`src/rtl/btb_update_ctrl.sv`:
```
// btb_update_ctrl: resolves EX branches against the carried-down prediction,
// issues a registered redirect plus a timed flush on mispredict, and queues
// BTB write-backs behind a small FIFO that drives the BTB update port.
// Optional statistics counters are enabled with `define BTB_UPDATE_STATS_EN.
module btb_update_ctrl #(
    parameter int unsigned ENTRY_NUM    = 8192,
    parameter int unsigned INDEX_BITS   = $clog2(ENTRY_NUM),
    parameter int unsigned FIFO_DEPTH   = 4,
    parameter int unsigned FLUSH_CYCLES = 2
) (
    input  logic                  clk,
    input  logic                  reset,
    input  logic                  resolve_valid,
    output logic                  resolve_ready,
    input  logic [31:0]           resolve_pc,
    input  logic [INDEX_BITS-1:0] resolve_index,
    input  logic                  pred_hit,
    input  logic                  pred_taken,
    input  logic [31:0]           pred_target,
    input  logic                  actual_taken,
    input  logic [31:0]           actual_target,
    output logic                  redirect_valid,
    output logic [31:0]           redirect_pc,
    output logic                  flush,
    output logic                  update_en,
    input  logic                  btb_wr_ready,
    output logic [INDEX_BITS-1:0] update_index,
    output logic [31:0]           update_pc,
    output logic [31:0]           update_target
`ifdef BTB_UPDATE_STATS_EN
    ,
    output logic [31:0]           stat_resolved,
    output logic [31:0]           stat_mispredict
`endif
);

    localparam int unsigned PTR_W = $clog2(FIFO_DEPTH);
    localparam int unsigned CNT_W = PTR_W + 1;
    localparam int unsigned FL_W  = $clog2(FLUSH_CYCLES + 1);

    typedef struct packed {
        logic [INDEX_BITS-1:0] index;
        logic [31:0]           pc;
        logic [31:0]           target;
    } upd_entry_t;

    typedef enum logic {
        IDLE  = 1'b0,
        FLUSH = 1'b1
    } state_t;

    state_t              state, state_d;
    logic [FL_W-1:0]     fcnt, fcnt_d;
    logic                redirect_valid_d;
    logic [31:0]         redirect_pc_d;
    logic                flush_d;

    upd_entry_t          fifo_mem [FIFO_DEPTH];
    logic [PTR_W-1:0]    wr_ptr, rd_ptr;
    logic [CNT_W-1:0]    count;

    logic                fifo_full;
    logic                accepted;
    logic                in_idle;
    logic                mispredict;
    logic [31:0]         correct_pc;
    logic                push;
    logic                pop;

    // Handshake, mispredict detection and FIFO push/pop qualification.
    always_comb begin
        fifo_full     = (count == CNT_W'(FIFO_DEPTH));
        resolve_ready = !reset && !fifo_full;
        accepted      = resolve_valid && resolve_ready;
        in_idle       = (state == IDLE);
        mispredict    = (pred_taken != actual_taken) ||
                        (actual_taken && pred_taken && (pred_target != actual_target));
        correct_pc    = actual_taken ? actual_target : (resolve_pc + 32'd4);
        // Wrong-path resolves during FLUSH are accepted but never allocate.
        push          = accepted && in_idle && actual_taken &&
                        !(pred_hit && (pred_target == actual_target));
        pop           = update_en && btb_wr_ready;
    end

    // Queue head drives the BTB write port directly.
    always_comb begin
        update_en     = (count != '0);
        update_index  = fifo_mem[rd_ptr].index;
        update_pc     = fifo_mem[rd_ptr].pc;
        update_target = fifo_mem[rd_ptr].target;
    end

    // Pending-update FIFO storage, pointers and occupancy.
    always_ff @(posedge clk or posedge reset) begin
        if (reset) begin
            wr_ptr <= '0;
            rd_ptr <= '0;
            count  <= '0;
            for (int i = 0; i < int'(FIFO_DEPTH); i++) begin
                fifo_mem[i] <= '0;
            end
        end else begin
            if (push) begin
                fifo_mem[wr_ptr] <= '{index: resolve_index, pc: resolve_pc, target: actual_target};
                wr_ptr           <= wr_ptr + PTR_W'(1);
            end
            if (pop) begin
                rd_ptr <= rd_ptr + PTR_W'(1);
            end
            case ({push, pop})
                2'b10:   count <= count + CNT_W'(1);
                2'b01:   count <= count - CNT_W'(1);
                default: count <= count;
            endcase
        end
    end

    // Redirect/flush next-state and next-output logic.
    always_comb begin
        state_d          = state;
        fcnt_d           = fcnt;
        redirect_valid_d = 1'b0;
        redirect_pc_d    = redirect_pc;
        flush_d          = 1'b0;
        case (state)
            IDLE: begin
                if (accepted && mispredict) begin
                    redirect_valid_d = 1'b1;
                    redirect_pc_d    = correct_pc;
                    flush_d          = 1'b1;
                    fcnt_d           = FL_W'(FLUSH_CYCLES - 1);
                    state_d          = (FLUSH_CYCLES > 1) ? FLUSH : IDLE;
                end
            end
            FLUSH: begin
                if (fcnt == '0) begin
                    state_d = IDLE;
                end else begin
                    fcnt_d  = fcnt - FL_W'(1);
                    flush_d = 1'b1;
                end
            end
        endcase
    end

    // FSM state and registered redirect/flush outputs.
    always_ff @(posedge clk or posedge reset) begin
        if (reset) begin
            state          <= IDLE;
            fcnt           <= '0;
            redirect_valid <= 1'b0;
            redirect_pc    <= '0;
            flush          <= 1'b0;
        end else begin
            state          <= state_d;
            fcnt           <= fcnt_d;
            redirect_valid <= redirect_valid_d;
            redirect_pc    <= redirect_pc_d;
            flush          <= flush_d;
        end
    end

`ifdef BTB_UPDATE_STATS_EN
    // Saturating counters of on-path resolves and issued redirects.
    always_ff @(posedge clk or posedge reset) begin
        if (reset) begin
            stat_resolved   <= '0;
            stat_mispredict <= '0;
        end else begin
            if (accepted && in_idle && (stat_resolved != 32'hFFFF_FFFF)) begin
                stat_resolved <= stat_resolved + 32'd1;
            end
            if (redirect_valid_d && (stat_mispredict != 32'hFFFF_FFFF)) begin
                stat_mispredict <= stat_mispredict + 32'd1;
            end
        end
    end
`endif

endmodule

```
`config.mk`:
```
export PLATFORM = sky130hd
export DESIGN_NAME = btb_update_ctrl
export DESIGN_NICKNAME = d
export VERILOG_FILES = /design/src/rtl/btb_update_ctrl.sv
export SDC_FILE = /design/constraint.sdc
export NUM_CORES = 1
export LEC_CHECK = 0
export CORE_MARGIN = 2
export CORE_UTILIZATION = 23
export CTS_CLUSTER_DIAMETER = 100
export DETAILED_ROUTE_END_ITERATION = 12
export PLACE_DENSITY = 0.42
export SYNTH_ARGS = -nofsm -noshare
export SYNTH_HDL_FRONTEND = slang
export SYNTH_SLANG_ARGS = --single-unit
```
`constraint.sdc`:
```
create_clock -name clk -period 25.7 [get_ports clk]
set_input_delay 5.14 -clock clk [delete_from_list [all_inputs] [get_ports clk]]
set_output_delay 5.14 -clock clk [all_outputs]
set_load 0.02 [all_outputs]
```
== After elaboration in Yosys (flattened, before gate mapping) ==
Index checks and enable logic that the tools add are counted.

* Flip-flop bits (word level): 351
* Input bits: 116

* $add $sub $neg: 6
* Order comparisons: 3
* Equality and inequality tests: 8
* Multiplexer cells: 15
* Bitwise logic cells: 3
* Reduce and logical (&&, ||, !) cells: 20

{| class="wikitable"
|+ Operator list
! cell !! number
|-
| 308-bit bitwise mux || 1
|-
| 77-bit two-way mux || 3
|-
| 77-bit binary-select mux with 2-bit select || 1
|-
| 77-bit demux with 2-bit select || 1
|-
| 32-bit by 3-bit adder with 32-bit output (second input constant) || 1
|-
| 32-bit == test || 1
|-
| 32-bit two-way mux || 1
|-
| 32-bit != test || 1
|-
| 1-bit logical AND || 11
|-
| 3-bit >= comparator (second input constant) || 2
|-
| 2-bit NOT with 3-bit output || 2
|-
| 3-bit one-hot mux with 2 select lines || 1
|-
| 2-bit by 1-bit adder with 2-bit output (second input constant) || 2
|-
| 2-bit two-way mux || 2
|-
| 2-bit one-hot mux with 2 select lines || 1
|-
| 2-bit AND reduction || 2
|-
| 3-bit by 1-bit adder with 3-bit output (second input constant) || 1
|-
| 3-bit == test (second input constant) || 1
|-
| 1-bit zero test || 3
|-
| 3-bit by 1-bit < comparator with 1-bit output (second input constant) || 1
|-
| 1-bit two-way mux || 3
|-
| 3-bit nonzero test || 1
|-
| 3-bit by 1-bit subtractor with 3-bit output (second input constant) || 1
|-
| 2-bit by 1-bit == test with 1-bit output (second input constant) || 1
|-
| 10 further kinds || 10
|}

== Logic depth before layout (Yosys ltp) ==
* Depth after elaboration: 9
* Mapped depth: 13
* Depth with buffers taken out: 12

== Worst setup path before layout ==
Ideal clock, no wire load.

* Path kind: input to output
* From: input port reset
* To: output port resolve_ready
* Arrival time: 5.421 ns
* Data required time: 20.560 ns
* Path slack: 15.139 ns
* Stages on the path: 1
* Path through: a31oi_2

* Cells in the longest elaborated chain, start to end: 2

{| class="wikitable"
|+ RTL lines
! what !! line !! RTL
|-
| from (decl) || 12 || <nowiki>input logic reset,</nowiki>
|-
| 1-bit zero test (no line) || - ||
|-
| 1-bit logical AND || 73 || <nowiki>resolve_ready = !reset && !fifo_full;</nowiki>
|-
| to (decl) || 14 || <nowiki>output logic resolve_ready,</nowiki>
|}

Every way passes these cells.

== Worst setup path after layout ==
Same ends and word-level chain as after synthesis.

==> qor.yml <==
synth_cells: 1068
synth_cell_types: 38
grt_first_pass_wirelength_um: 74600
synth_fp_nets: 1193
drive_above_1_share_pct: 34.4
fp.coreArea_um2: 71200
clk_pin_slew_worst_paths_ns: 0.05
via_per_inst: 4.35
hold_viol_final: 0
synth_area_leaders: "dfrtp_1 53%, mux2_2 19%, mux4_2 11%"
root_buffer: "clkbuf_16"
fin_crit_sh_pct: 45.4
wl_um: 49900
design.die.area_um2: 73800
synth_common_cells: "351 x dfrtp_1, 275 x mux2_2, 77 x mux4_2, 60 x mux2_1, 49 x xnor2_1"
hold_buffers: 0
ys_ff_latch: 351
track_usage_pct: 13.7
status: "finished clean"
fin_tns_setup_ns: 0
gp_congestion: 0.708
synth.avg_cell_area_um2: 15.4
finalClockSkew_ns: 0.0215
clock_path_buffers: 3
worst_pin_slew_ns: 0.977
cap_violations: 0
slew_headroom_pct: 34.9
rsz0062_at_grt: "false"
grt_pass1_vias: 10788
cts_buffers: 45
p_total_w: 0.00266
tritoncts: "done"
synthArstFlopShare_pct: 100
holdWs_ns: 0.482
final_max_slew_viol_count: 0
drt.antenna.violating_nets: 0
syn2layout_area_growth_pct: 27.5
die_w_um: 272
p_per_area_nw_per_um2: 127
grt_overflow: 0
drc_errors: 0
ys.flop_type: "dfrtp_1"
layout.nets: 1411
required_ns: 20.56
cp-start-kind: "input pin"
cts.sinks: 351
crit_type: "in -> out"
worst_hold_path_type: "reg -> reg"
yosysSeqAreaShare_pct: 53.3
avgRoutedWirePerCell_um: 22.0
antenna_found_initial: 2
max_freq_mhz: 85.7
firstDrtPassIters: 4
leakage_nw: 8.82
worstPathMaxFanout: 2
yosysMostFrequentCell: "dfrtp_1"
finalCriticalPeriod_ns: 11.67
cts_resized: 0
drtIter0Drc: 471
rows: 98
worstSetupEndpointType: "primary output"
grt_max_degree: 87
vias: 9871
synth_top_area_share_pct: 53.3
synth_edf_count: 0
synth_top_area_cell: "dfrtp_1"
ir_drop_v: 0.0000646
htreeDepth: 2
cts_setup_buffers: 0
yosys_warnings: 0
dp_hpwl_um: 33200
insertion_delay_ns: 0.56
start_util_pct: 23.1
crit_arrival_ns: 6.53
die-height_um: 272
syn_area_um2: 16500
setup_violations: 0
io_pins: 229
io_buffer_count: 228
-- worst max-delay path: stages --
cell             delay (ns)
clkdlybuf4s50_1        0.52
a31oi_2                0.23
clkdlybuf4s50_1        0.64
-- through the flow --
step                cell area, µm²  utilization [%]  setup WS, ns  cells
floorplan                    16500                -         10.82   1068
global route                 21000             29.5         13.97   2268
global placement             19600             27.5         14.03   2189
detailed placement           19600             27.5         14.02   2189
finish                       21000             29.5         14.03   2269
CTS                          21000             29.5         14.01   2268
-- per-layer routing --
layer  vias up  global-route usage (%)  routed length (µm)  part of all wire [%]
met1      5238                    19.2               23700                    47
met2       206                    21.5               22900                    46
met5         -                       0                  27                 0.054
li1       4360                       -                   -                     -
met3        63                    3.00                2470                   5.0
met4         4                    2.99                 871                   1.7
-- state kept, by name, summed over array words and instances, names as in the netlist --
register,cells
fifo_mem,308
redirect_pc,32
count,3
fcnt,2
rd_ptr,2
wr_ptr,2
redirect_valid,1
state,1
-- cell usage in the layout, fill, tap and decap left out, types with 2 or more instances in the layout --
master,instances
and2_1,5
and3_1,5
and4_1,4
buf_4,13
bufinv_16,2
clkbuf_1,15
clkbuf_16,45
clkbuf_8,10
clkdlybuf4s50_1,227
clkinv_2,4
clkinvlp_4,3
dfrtp_1,349
dfrtp_4,2
ha_1,8
inv_1,13
mux2_1,60
mux2_2,275
mux2_4,10
mux2i_1,2
mux4_2,77
nand2_1,37
nand3_1,8
nand3_4,5
nand4_1,18
nor2_1,8
nor3_1,4
nor4_2,2
o21ai_0,26
or3_1,2
xnor2_1,49
xor2_1,17
-- final timing paths --
kind,startpoint,to,slack [ns],cells after the start
min in group asynchronous,reset,fifo_mem[304],5.13,2
worst max register to register,count[0],fifo_mem[56],22.19,7
max in group asynchronous,reset,fifo_mem[48],17.56,5
worst min-delay path,fifo_mem[59],fifo_mem[59],0.48,1
worst max-delay path,reset,resolve_ready,14.03,3
worst min register to register,fifo_mem[59],fifo_mem[59],0.48,1
-- cell type report --
cell class	instances	area, µm²
inverters	14	60.1
fillers	7122	50200
flip-flops and latches	351	8790
clock buffers	70	1320
clock inverters	9	103
well taps	950	1190
diodes	1	2.50
repair buffers	241	2370
multi-input cells	633	7160
-- kinds of logic after synthesis --
kind of cell | after synthesis | synth area share [%]
xor+xnor | 66 | 3.51
flops | 351 | 53.3
fa+ha+maj | 9 | 0.729
buf+inv | 84 | 3.22
simple gates | 102 | 3.63
compound gates | 32 | 1.12
mux | 424 | 34.5
-- report_power, final --
part           leakage (nW)  total, W  internal (W)  switching (W)
clock network         0.689  0.000612      0.000370       0.000241
registers              4.41  0.000949      0.000803       0.000145
logic                  3.73   0.00110      0.000612       0.000483
(Power assumes the default switching activity.)
